[src/rtl/countdown_pkg.sv]
// Package: countdown_pkg
// Shared types and defaults for the countdown timer.
//   cd_state_t       : FSM state encoding (IDLE, RUN)
//   CD_DEFAULT_WIDTH : default bit width of DATA/COUNT/RELOAD
package countdown_pkg;

  typedef enum logic [0:0] {IDLE, RUN} cd_state_t;

  localparam int unsigned CD_DEFAULT_WIDTH = 5;

endpackage

[src/rtl/countdown_timer.sv]
// Module: countdown_timer
// Loadable down-counter with a start/abort FSM and a registered terminal-count pulse.
// Optional periodic mode is enabled by defining COUNTDOWN_AUTORELOAD_EN.
//
// Ports:
//   CLOCK  in   1      clock, rising edge
//   RESET  in   1      asynchronous, active-low; clears all state
//   ENABLE in   1      when low, FSM, COUNT and RELOAD hold
//   LOAD   in   1      with ENABLE: COUNT<=DATA, RELOAD<=DATA, back to IDLE
//   DATA   in   WIDTH  period value captured on LOAD
//   START  in   1      with ENABLE in IDLE: begin counting down
//   ABORT  in   1      with ENABLE in RUN: stop without DONE
//   COUNT  out  WIDTH  current count, registered
//   BUSY   out  1      high while in RUN
//   DONE   out  1      one-clock registered terminal-count pulse
//   ZERO   out  1      COUNT == 0
module countdown_timer
  import countdown_pkg::*;
#(
  parameter int unsigned WIDTH = CD_DEFAULT_WIDTH
) (
  input  logic             CLOCK,
  input  logic             RESET,
  input  logic             ENABLE,
  input  logic             LOAD,
  input  logic [WIDTH-1:0] DATA,
  input  logic             START,
  input  logic             ABORT,
  output logic [WIDTH-1:0] COUNT,
  output logic             BUSY,
  output logic             DONE,
  output logic             ZERO
);

  cd_state_t        state_q;
  logic [WIDTH-1:0] count_q;
  logic [WIDTH-1:0] reload_q;
  logic             done_q;

  always_ff @(posedge CLOCK or negedge RESET) begin
    if (!RESET) begin
      state_q  <= IDLE;
      count_q  <= '0;
      reload_q <= '0;
      done_q   <= 1'b0;
    end else begin
      // DONE is a single-cycle pulse and drops even when ENABLE is low.
      done_q <= 1'b0;
      if (ENABLE) begin
        if (LOAD) begin
          count_q  <= DATA;
          reload_q <= DATA;
          state_q  <= IDLE;
        end else if (ABORT && (state_q == RUN)) begin
          state_q <= IDLE;
        end else if (START && (state_q == IDLE)) begin
          // A zero-length timer completes immediately without entering RUN.
          if (count_q == '0) begin
            done_q <= 1'b1;
          end else begin
            state_q <= RUN;
          end
        end else if (state_q == RUN) begin
          if (count_q == '0) begin
            // Unreachable in normal operation; guards against ever wrapping.
            state_q <= IDLE;
          end else if (count_q == WIDTH'(1)) begin
            done_q <= 1'b1;
`ifdef COUNTDOWN_AUTORELOAD_EN
            if (reload_q != '0) begin
              count_q <= reload_q;
            end else begin
              count_q <= '0;
              state_q <= IDLE;
            end
`else
            count_q <= '0;
            state_q <= IDLE;
`endif
          end else begin
            count_q <= count_q - WIDTH'(1);
          end
        end
      end
    end
  end

`ifndef COUNTDOWN_AUTORELOAD_EN
  // One-shot build: the reload value has no consumer.
  logic unused_reload;
  assign unused_reload = ^reload_q;
`endif

  assign COUNT = count_q;
  assign BUSY  = (state_q == RUN);
  assign DONE  = done_q;
  assign ZERO  = (count_q == '0);

endmodule
[config.mk]
export PLATFORM = sky130hd
export DESIGN_NAME = countdown_timer
export DESIGN_NICKNAME = d
export VERILOG_FILES = /design/src/rtl/countdown_pkg.sv /design/src/rtl/countdown_timer.sv
export SDC_FILE = /design/constraint.sdc
export NUM_CORES = 1
export LEC_CHECK = 0
export ABC_AREA = 1
export CORE_MARGIN = 2
export CORE_UTILIZATION = 39
export CTS_CLUSTER_SIZE = 40
export DETAILED_ROUTE_END_ITERATION = 10
export PLACE_DENSITY = 0.69
export SLEW_MARGIN = 20
export SYNTH_ARGS = -nofsm -noshare
export SYNTH_HDL_FRONTEND = slang
export SYNTH_SLANG_ARGS = --single-unit
[constraint.sdc]
create_clock -name CLOCK -period 1.35 [get_ports CLOCK]
set_clock_uncertainty 0.2 [all_clocks]
set_input_delay 0.3375 -clock CLOCK [delete_from_list [all_inputs] [get_ports CLOCK]]
set_output_delay 0.3375 -clock CLOCK [all_outputs]
set_load 0.02 [all_outputs]
== After elaboration in Yosys (flattened, before gate mapping) ==
Index checks and enable logic that the tools add are counted.
Cells by class
  equality and inequality tests: 5
  reduce and logical (&&, ||, !) cells: 6
  muxes and demuxes: 21
  bitwise operators: 1
  $add $sub $neg: 1
Operators by type and width (count)
  $mux W5: 6
  $mux W1: 15
  $eq A5 B1 Y1 const B: 1
  $logic_not A5 Y1: 1
  $reduce_and A5 Y1: 1
  $sub A5 B1 Y5 const B: 1
  $ne A2 B2 Y1 const B: 2
  $ne A4 B4 Y1 const B: 1
  $logic_and A1 B1 Y1: 2
  $ne A2 B1 Y1 const B: 1
  $reduce_and A2 Y1: 1
  $reduce_bool A2 Y1: 1
  $not A1 Y1: 1
Word-level totals
  input port bits: 11
  flip-flop bits (word level): 7
  word-level logic and storage cells: 37
  output and inout port bits: 8

== Longest topological paths before layout ==
  word-level depth: 8
  depth in mapped cells: 10
  gate-level depth less buffers: 10

== Worst setup path before layout ==
OpenSTA, ideal clock, no wires.
  path type: register to output
  start point: register count_q[0], in the netlist COUNT[0]
  end point: output ZERO
  required time: 0.812 ns
  data arrival time: 1.183 ns
  setup slack: -0.371 ns
  path buffers: 0
  stages on the path, launching flop included: 7
  cells stage by stage: dfrtp_1 -> inv_1 -> ha_1 -> inv_1 -> nor2_1 -> nand2_4 -> clkinv_1
On the way
  word-level cells in the longest chain between the ends: 1
Ends and longest elaborated chain
  start, declared: line countdown_timer.sv:36  | logic [WIDTH-1:0] count_q;
  start signal, assigned: line countdown_timer.sv:81  | count_q <= count_q - WIDTH'(1);
  $logic_not A5 Y1: line countdown_timer.sv:97  | assign ZERO = (count_q == '0);
  end, declared: line countdown_timer.sv:32  | output logic ZERO
No other way between the ends.

== Worst setup path after layout ==
Same ends and word-level chain as after synthesis.

==> reports/results.md <==
| Step | Item | Reported |
| --- | --- | --- |
| outcome | Result of the run | finished, violations left |
| outcome | Violations in the final reports | setup timing |
| route | Via density per instance | 4.92 |
| setup path | Beginning of the worst register-to-register path | COUNT[0] |
| grt | Antenna violations before repair | 0 |
| timing | Setup slack after layout | -0.422 ns |
| timing | Final-report max-slew violation count | 0 |
| synthesis | Number of library cell types mapped by synthesis | 15 |
| cts | Number of buffers inserted during clock tree synthesis | 3 |
| pwr | IR drop worst, VDD | 878 uV |
| cells and area | Syn-to-layout area delta | 87.7% |
| setup path | Start point of the critical path | COUNT[0] |
| grt | Global-route usage over all layers | 0.220 |
| synthesis | Flop and latch count out of synthesis | 7 |
| timing | Final critical-path share of the clock period | 1.31 |
| timing | Aggregate negative setup slack | -3.36 ns |
| pwr | Combinational group share of total power | 0.690 |
| cts | CTS tree | built |
| cts | H-tree depth reported by CTS | 1 |
| cts | Maximum count of clock buffers along a single path | 2 |
| cells and area | Share of final-layout standard cells stronger than drive strength 1 | 0.465 |
| die | Overall die area | 1810 um2 |
| timing | Total of endpoints with negative setup slack in the final report | 13 |
| grt | Pin count of the biggest net entering global routing | 8 |
| grt | Wire length of the first global-routing pass | 2.96 mm |
| pwr | Clk network pwr share | 0.116 |
| route | Total wirelength of the detailed-routed design | 1.79 mm |
| cells and area | Number of non-filler instances in the completed layout | 144 |
| setup path | Kind of end point of the critical path | output port |
| setup path | Required time at the worst-slack endpoint | 0.81 ns |
| flow run | Number of max-cap violations | 0 |
| grt | Final global-route overflow total | 0 |
| pwr | Cell internal power dissipation | 0.000928 W |
| cts | Clock-pin transition on the worst setup and hold timing paths | 0.05 ns |
| pwr | Sequential share of power | 0.194 |
| cells and area | Most frequent standard cell in the layout excluding fill and tap cells | nand2_1 |
| grt | Via count of the first global-routing pass | 683 |
| timing | Final count of hold timing violations | 0 |
| setup path | Element type at the critical path start | flop |
| timing | Final Critical Period | 1.77 ns |
| setup path | Arrival time reported for the critical path endpoint | 1.23 ns |
| route | Pre-antenna DRT Iters | 4 |
| cts | Clk Latency, worst-skew pair | 0.25 ns |
| die | Initial Utilization | 0.428 |
| timing | Timing-limited maximum frequency | 0.564 GHz |
| cells and area | Final Core Density | 0.804 |
| timing | Setup repair after global routing missed its margin | yes |
| cells and area | N_diodes | 0 |
| pwr | Reported leakage power | 0.550 nW |
| cts | Hold-fix buffers, CTS | 0 |
| cts | CTS root buf | clkbuf_4 |
| setup path | Maximum fanout along the worst path | 2 |
| synthesis | Mapped cell area | 578 um2 |
| setup path | Kind of critical path | reg -> out |
| pwr | Pwr/cell area | 1460 nW/um2 |
| route | DR iter-0 viols | 5 |
| die | Standard-cell rows | 13 |
| placed design | Port Buffers | 18 |
| placed design | Placed wire-length estimate after detailed placement | 1.29 mm |
| timing | Worst-margin pin slew | 0.292 ns |
| min path | Hold WC Path Type | in -> async |
| synthesis | Syn Area/Cell | 6.64 um2 |
| synthesis | Number of synthesis warnings | 0 |
| synthesis | Gate count of the mapped netlist | 87 |
| cells and area | Most frequent cells in the layout | 31 x nand2_1, 14 x buf_6, 14 x buf_4 |
| die | I/O pins | 19 |
| cells and area | Final-stage net count | 144 |
| route | Number of vias in the routed layout | 708 |
| route | DR DRC count | 0 |
| die | Die width | 42.5 um |
| placed design | Final weighted congestion of routability-driven global placement | 0.819 |
| pwr | Switching share of total power | 0.413 |
| route | WL per Instance | 12.4 um |
| synthesis | Part of the Yosys area used for sequential elements | 0.303 |
| die | Y dimension of the die | 42.5 um |
| synthesis | Mapped Nets | 101 |
| pwr | Psw | 0.000652 W |
| placed design | Cell Count Post-Placement | 132 |
| timing | Worst slew margin relative to its limit | 0.805 |
| cts | Clk sinks | 7 |
| route | Post-detailed-route count of antenna-violating nets | 0 |
| die | Core outline area | 1350 um2 |
| cells and area | Filler cell count | 89 |
power groups by stage:
stage,combinational (W),sequential [W],clock [W]
final,0.00109,0.000306,0.000183
after global routing,0.00118,0.000310,0.000209
after CTS,0.00101,0.000302,0.000191
after detailed placement,0.000808,0.000303,0
after global placement,0.000800,0.000300,0
after floorplan,0.000358,0.000390,0
metal layers:
layer  routed length (um)  track usage  vias to the layer above
li1                     -            -                      359
met1                  827        0.309                      325
met2                  872        0.329                       20
met3                   41       0.0129                        4
met4                   51        0.131                        0
met5                    0            0                        -
synth_stat cells, drive strengths merged:
cell type / number / area share
clkinv: 1 / 0.0065
nand2: 39 / 0.29
ha: 3 / 0.065
buf: 1 / 0.0086
a21oi: 4 / 0.035
dfrtp: 7 / 0.30
nand3: 10 / 0.11
nor2: 8 / 0.065
inv: 9 / 0.058
o21ai: 1 / 0.0086
nand3b: 3 / 0.039
nand4: 1 / 0.011
cell families (layout without fill, tap and decap cells):
group,count (synthesis),in the layout,synth area share
AO/OA/AOI/OAI,5,5,0.0433
adder cells (fa/ha/maj),3,3,0.0649
buffers and inverters,11,53,0.0736
flip-flops,7,7,0.303
AND/OR/NAND/NOR,61,61,0.515
per-stage QoR:
step	setup slack [ns]	hold WS [ns]	total power [W]	area, um2
after floorplan	-0.188	-0.158	0.000748	606
after global placement	-0.616	0.399	0.00110	897
after detailed placement	-0.663	0.401	0.00111	897
after CTS	-0.398	0.140	0.00150	1050
after global routing	-0.464	0.146	0.00170	1080
final	-0.422	0.136	0.00158	1080
cell type report:
type / count / area (um2) / share of cell area
Clock buffer: 4 / 26.3 / 0.0242
Inverter: 10 / 42.5 / 0.0392
Multi-Input combinational cell: 69 / 452 / 0.416
Sequential cell: 7 / 178 / 0.164
Tap cell: 15 / 18.8 / 0.0173
Timing Repair Buffer: 39 / 368 / 0.339
sequential cells by signal, summed over array words and instances, names as in the netlist:
| name | flops |
|---|---|
| COUNT | 5 |
| BUSY | 1 |
| DONE | 1 |
path summary, 6_finish.rpt:
check	to	cells past startpoint	slack, ns
max in group asynchronous	COUNT[1]	1	0.57
min in group CLOCK	COUNT[0]	3	0.45
max	ZERO	7	-0.42
min	DONE	1	0.14
min reg2reg	COUNT[0]	3	0.45
max reg2reg	BUSY	12	-0.36
worst max-delay path, cell delays in order, from the launching register on:
cell and delay, ns:
dfrtp_2 0.41, inv_2 0.08, ha_4 0.13, inv_2 0.04, nor2_4 0.11, nand2_4 0.07, clkinv_4 0.05, buf_6 0.10
what timing repair did:
item,CTS,global route
pin swaps,13,6
gates cloned,0,0
resized for setup,63,9
buffers inserted,10,3
endpoints found under the setup margin,15,14
Note: power is estimated with default switching activity, not from simulation.
